==> config.mk <==
export PLATFORM = sky130hd
export DESIGN_NAME = mdio_master
export DESIGN_NICKNAME = d
export VERILOG_FILES = /design/src/rtl/mdio_master.sv
export SDC_FILE = /design/constraint.sdc
export NUM_CORES = 1
export LEC_CHECK = 0
export ABC_AREA = 1
export BUFFER_PORTS_ARGS = -buffer_cell sky130_fd_sc_hd__buf_2
export CORE_ASPECT_RATIO = 1.1
export CORE_UTILIZATION = 60
export CTS_BUF_LIST = sky130_fd_sc_hd__clkbuf_4
export DETAILED_ROUTE_END_ITERATION = 10
export GPL_TIMING_DRIVEN = 0
export PLACE_DENSITY = 0.81
export SYNTH_ARGS = -nofsm -noshare
export SYNTH_HDL_FRONTEND = slang
export SYNTH_SLANG_ARGS = --single-unit
==> constraint.sdc <==
create_clock -name clock -period 2.5 [get_ports clock]
set_input_delay 0.5 -clock clock [delete_from_list [all_inputs] [get_ports clock]]
set_output_delay 0.5 -clock clock [all_outputs]
set_load 0.03 [all_outputs]
==> src/rtl/mdio_master.sv <==
// IEEE 802.3 Clause 22 MDIO master: serialises single-register read/write
// commands onto MDC/MDIO and returns read data with a turnaround error flag.
module mdio_master #(
  parameter int unsigned CLK_DIV      = 50,
  parameter int unsigned PREAMBLE_LEN = 32
) (
  input  logic        clock,
  input  logic        reset,
  input  logic        cmd_valid,
  output logic        cmd_ready,
  input  logic        cmd_write,
  input  logic [4:0]  cmd_phy_addr,
  input  logic [4:0]  cmd_reg_addr,
  input  logic [15:0] cmd_wdata,
  output logic        rsp_valid,
  output logic [15:0] rsp_rdata,
  output logic        rsp_error,
  input  logic        eth_mdio_i,
  output logic        eth_mdio_o,
  output logic        eth_mdio_t,
  output logic        eth_mdc
);
  localparam int unsigned FRAME_LEN = PREAMBLE_LEN + 32;
  localparam int unsigned DIV_W     = 9;
  localparam int unsigned BIT_W     = 7;
  localparam int unsigned TA_IDX    = PREAMBLE_LEN + 14;
  localparam int unsigned DATA_IDX  = PREAMBLE_LEN + 16;

  typedef enum logic [1:0] {S_IDLE, S_SHIFT, S_GAP} state_t;

  state_t           r_state;
  state_t           w_state_nxt;
  logic [DIV_W-1:0] r_div;
  logic [BIT_W-1:0] r_bit;
  logic [62:0]      r_shift;
  logic [14:0]      r_rx;
  logic             r_write;
  logic             r_sync1;
  logic             r_sync2;
  logic             r_ta_err;
  logic             r_cmd_ready;
  logic             r_rsp_valid;
  logic [15:0]      r_rsp_rdata;
  logic             r_rsp_error;
  logic             r_mdio_o;
  logic             r_mdio_t;
  logic             r_mdc;

  logic             w_accept;
  logic             w_div_tc;
  logic             w_fall;
  logic             w_last;
  logic             w_gap_done;
  logic [31:0]      w_tail;
  logic [63:0]      w_load;
  logic             w_cmd_ready_nxt;
  logic             w_rsp_valid_nxt;
  logic             w_mdio_o_nxt;
  logic             w_mdio_t_nxt;
  logic             w_mdc_nxt;

  // Reads put ones in the released TA/DATA slots so the line idles high.
  assign w_tail = {2'b01, cmd_write ? 2'b01 : 2'b10, cmd_phy_addr, cmd_reg_addr,
                   cmd_write ? 2'b10 : 2'b11, cmd_write ? cmd_wdata : 16'hFFFF};
  assign w_load = {32'hFFFF_FFFF, w_tail} << (32 - PREAMBLE_LEN);

  assign w_accept   = cmd_valid && r_cmd_ready;
  assign w_div_tc   = (r_div == DIV_W'(CLK_DIV - 1));
  assign w_fall     = (r_state == S_SHIFT) && w_div_tc && r_mdc;
  assign w_last     = w_fall && (r_bit == BIT_W'(FRAME_LEN - 1));
  assign w_gap_done = (r_state == S_GAP) && (r_div == DIV_W'(2 * CLK_DIV - 1));

  // State register
  always_ff @(posedge clock or negedge reset) begin
    if (!reset) r_state <= S_IDLE;
    else        r_state <= w_state_nxt;
  end

  // Next-state logic
  always_comb begin
    w_state_nxt = r_state;
    case (r_state)
      S_IDLE:  if (w_accept)   w_state_nxt = S_SHIFT;
      S_SHIFT: if (w_last)     w_state_nxt = S_GAP;
      S_GAP:   if (w_gap_done) w_state_nxt = S_IDLE;
      default:                 w_state_nxt = S_IDLE;
    endcase
  end

  // Next values of the registered outputs
  always_comb begin
    w_cmd_ready_nxt = r_cmd_ready;
    w_rsp_valid_nxt = 1'b0;
    w_mdio_o_nxt    = r_mdio_o;
    w_mdio_t_nxt    = r_mdio_t;
    w_mdc_nxt       = r_mdc;
    case (r_state)
      S_IDLE: begin
        if (w_accept) begin
          w_cmd_ready_nxt = 1'b0;
          w_mdio_o_nxt    = w_load[63];
          w_mdio_t_nxt    = 1'b0;
          w_mdc_nxt       = 1'b0;
        end
      end
      S_SHIFT: begin
        if (w_div_tc) w_mdc_nxt = ~r_mdc;
        if (w_last) begin
          w_rsp_valid_nxt = 1'b1;
          w_mdio_o_nxt    = 1'b1;
          w_mdio_t_nxt    = 1'b1;
        end else if (w_fall) begin
          w_mdio_o_nxt = r_shift[62];
          if (!r_write && (r_bit == BIT_W'(TA_IDX - 1))) w_mdio_t_nxt = 1'b1;
        end
      end
      S_GAP: begin
        if (w_gap_done) w_cmd_ready_nxt = 1'b1;
      end
      default: ;
    endcase
  end

  // Output registers, divider/bit counters, shifters and input synchroniser
  always_ff @(posedge clock or negedge reset) begin
    if (!reset) begin
      r_cmd_ready <= 1'b1;
      r_rsp_valid <= 1'b0;
      r_rsp_rdata <= '0;
      r_rsp_error <= 1'b0;
      r_mdio_o    <= 1'b1;
      r_mdio_t    <= 1'b1;
      r_mdc       <= 1'b0;
      r_div       <= '0;
      r_bit       <= '0;
      r_shift     <= '0;
      r_rx        <= '0;
      r_write     <= 1'b0;
      r_ta_err    <= 1'b0;
      r_sync1     <= 1'b1;
      r_sync2     <= 1'b1;
    end else begin
      r_cmd_ready <= w_cmd_ready_nxt;
      r_rsp_valid <= w_rsp_valid_nxt;
      r_mdio_o    <= w_mdio_o_nxt;
      r_mdio_t    <= w_mdio_t_nxt;
      r_mdc       <= w_mdc_nxt;
      r_sync1     <= eth_mdio_i;
      r_sync2     <= r_sync1;
      case (r_state)
        S_IDLE: begin
          r_div <= '0;
          if (w_accept) begin
            r_bit    <= '0;
            r_shift  <= w_load[62:0];
            r_write  <= cmd_write;
            r_rx     <= '0;
            r_ta_err <= 1'b0;
          end
        end
        S_SHIFT: begin
          r_div <= w_div_tc ? '0 : r_div + DIV_W'(1);
          if (w_fall) begin
            r_bit   <= r_bit + BIT_W'(1);
            r_shift <= {r_shift[61:0], 1'b1};
            if (r_bit == BIT_W'(TA_IDX + 1)) r_ta_err <= r_sync2;
            if (r_bit >= BIT_W'(DATA_IDX))   r_rx     <= {r_rx[13:0], r_sync2};
          end
          if (w_last) begin
            r_rsp_rdata <= r_write ? 16'h0000 : {r_rx, r_sync2};
            r_rsp_error <= r_write ? 1'b0 : r_ta_err;
          end
        end
        S_GAP: r_div <= r_div + DIV_W'(1);
        default: r_div <= '0;
      endcase
    end
  end

  assign cmd_ready  = r_cmd_ready;
  assign rsp_valid  = r_rsp_valid;
  assign rsp_rdata  = r_rsp_rdata;
  assign rsp_error  = r_rsp_error;
  assign eth_mdio_o = r_mdio_o;
  assign eth_mdio_t = r_mdio_t;
  assign eth_mdc    = r_mdc;
endmodule

==> metrics.cfg <==
[clock_network]
insertion_delay_ns = 0.53
ctsHoldBuffers = 1
cts_made_buffers = 17
postCtsSetupBuffers = 0
cts_tree = built
clockBufferDepth = 2
cts_root_buf = clkbuf_4
cts_sinks = 122
htreeDepth = 4
clk_pin_slew_ns = 0.10
cts_resized = 0

[floorplanning]
die-area_mm2 = 0.009625
fp.dieW_um = 93.63
die_h_um = 102.8
start_util = 0.6214
fp-row-count = 36
io_pins = 53
core_area_mm2 = 0.008919

[worst_setup_path]
reg2reg_depth = 9
critPathLaunchType = flop
worst_ep_arrival_time_ns = 2.64
crit_fanout = 10
crit_slowest_cell = clkbuf_1
r2r_slack_ns = 0.33
endpoint_kind = flop
crit_type = flop to flop
timing.rr.end = r_shift[18]
crit_top_cell = nand2_1
crit_chain = inv_1 -> ha_1 -> inv_2 -> clkbuf_1 -> clkbuf_1 -> nand2_1 -> nand2_1 -> nand2_1 -> o21ai_0
worst_path_largest_cell_delay_ns = 0.43
cp.required_ns = 2.96
r2r_start = r_state[1]

[synth]
ys_warn_count = 0
async_reset_ff_frac = 1.000
synth_nets = 723
yosysTopAreaCell = dfrtp_1
synth_area_mm2 = 0.005542
yosysSeqAreaShare = 0.5520
synth.most_common_cell = nand2_1
netlist_top_cells_area = dfrtp_1, nand2_1, o21ai_0
synth_edf_count = 0
synth_top_area_frac = 0.5283
synth_common_cells = nand2_1, dfrtp_1, o21ai_0
netlist_instances = 684
yosys_most_used_dff = dfrtp_1
yosysUniqueCellTypes = 25
synth_seq_cells = 122
syn_area_per_cell_um2 = 8.102

[sta]
tightest_slew_ns = 0.5730
drv_slew = 0
rsz0062_at_grt = false
relSlewSlack = 0.6140
period_minus_slack_ns = 2.172
skew_ns = 0.01926
setup_tns_ns = 0
finalHoldViolCount = 0
hold_slack_ns = 0.06863
fin_crit_sh = 0.8687
max_freq_mhz = 460.5
worst_slack_ns = 0.3283
setup_viol = 0

[finish]
fin_nets = 796
stdcell_count = 882
drive_gt1_frac = 0.1328
syn2layout_area_growth_pct = 12.46
diodes = 0

[routing]
wl_mm = 11.60
ant_nets = 0
drc_errors = 0
via_per_inst = 5.322
drtIter0Drc = 277
vias = 4694
drtPass1Iterations = 6
wire_per_inst_um = 13.16

[global_routing]
grt_max_degree = 91
grt_pass1_wl_mm = 19.51
grt_pass1_vias = 4354
grt-ovfl-total = 0
grt_usage = 0.2673
antenna_found_initial = 0

[place]
routabilityCongestion = 0.8310
place_hpwl_mm = 7.957
placed_cells = 851
io_buffer_count = 52
place_ws_ns = 0.4165

[power]
p_leak_nw = 3.328
vdd_ir_drop_max_v = 0.0003470
power.density_mw_per_mm2 = 535.2

[min_path]
hold_end = r_sync1
min-delay-start = eth_mdio_i
hp-class = input port to flop
holdPathStages = 1

[flow_run]
cap_violations = 0

[run_status]
status = finished, final reports clean

cell type report:
| class | count | area [um2] |
|---|---|---|
| multi-input cells | 464 | 2096 |
| clock buffers | 18 | 135.1 |
| clock inverters | 12 | 108.9 |
| well taps | 114 | 142.6 |
| fillers | 722 | 2686 |
| repair buffers | 54 | 304.0 |
| plain buffers | 35 | 150.1 |
| inverters | 63 | 236.5 |
| flip-flops and latches | 122 | 3059 |
per-stage QoR:
stage / power (mW) / utilization / cell area (um2)
detailed placement: 2.110 / 0.6703 / 5978
CTS: 3.352 / 0.6988 / 6232
finish: 3.335 / 0.6988 / 6232
global placement: 2.100 / 0.6665 / 5944
global route: 3.461 / 0.6988 / 6232
floorplan: 2.034 / - / 5542
worst max path at each step:
stage                          start     endpoint  slack, ns  depth (start not counted)
after global placement         reset  r_shift[47]      -0.51                          1
after CTS                 r_state[1]  r_shift[18]       0.38                          9
after global routing      r_state[1]  r_shift[28]       0.13                          7
after detailed placement  r_state[0]  r_shift[18]       0.42                          8
after floorplan           r_state[1]     r_rx[11]       0.84                         10
final                     r_state[1]  r_shift[18]       0.33                          9
metal layers:
metal  share of wire  GRT usage  vias up
li1                -          -     2309
met1            0.44     0.3294     2238
met2            0.49     0.4531      123
met3           0.047    0.06047       24
met4           0.020     0.1231        0
met5               0          0        -
cells by family after synthesis:
family                   after synthesis  synth area share
XOR/XNOR                               6          0.009483
flip-flops                           122            0.5520
adder cells (fa/ha/maj)                8           0.01806
AO/OA/AOI/OAI                        134            0.1221
buffers and inverters                 98           0.06977
AND/OR/NAND/NOR                      316            0.2285
cell usage in the layout (no fill, tap or decap), types with 2 or more instances in the layout:
master,count
nand2_1,216
dfrtp_1,117
o21ai_0,109
buf_2,66
inv_1,61
nor2_1,57
nand3_1,28
clkbuf_1,20
clkbuf_4,18
o21ai_1,16
ha_1,8
a21oi_1,6
clkinv_1,6
dfstp_2,5
xor2_1,4
nor3_1,4
nand4_1,4
nor3b_1,3
clkinv_2,3
xnor2_1,2
o21bai_1,2
clkinvlp_4,2
bufinv_16,2
state kept, by name, summed over array words and instances (netlist names), 2 cells and up:
signal / count
r_div: 9
r_state: 2
r_bit: 7
r_shift: 63
rsp_rdata: 16
r_rx: 15
worst max-delay path: cells and delay by family, from the launching register on:
family                     cells  cell delay [ns]
and+or+nand+nor                3             0.33
AOI/OAI and AO/OA              1             0.07
buffers and inverters          4             1.07
DFF                            1             0.38
adders and majority gates      1             0.26
report_power, final:
part	switching [mW]	internal [mW]	total, mW
clock network	0.695	0.570	1.26
logic	0.0619	0.0325	0.0944
registers	0.00130	1.98	1.98
total	0.758	2.58	3.34
Note: power is estimated with default switching activity, not from simulation.
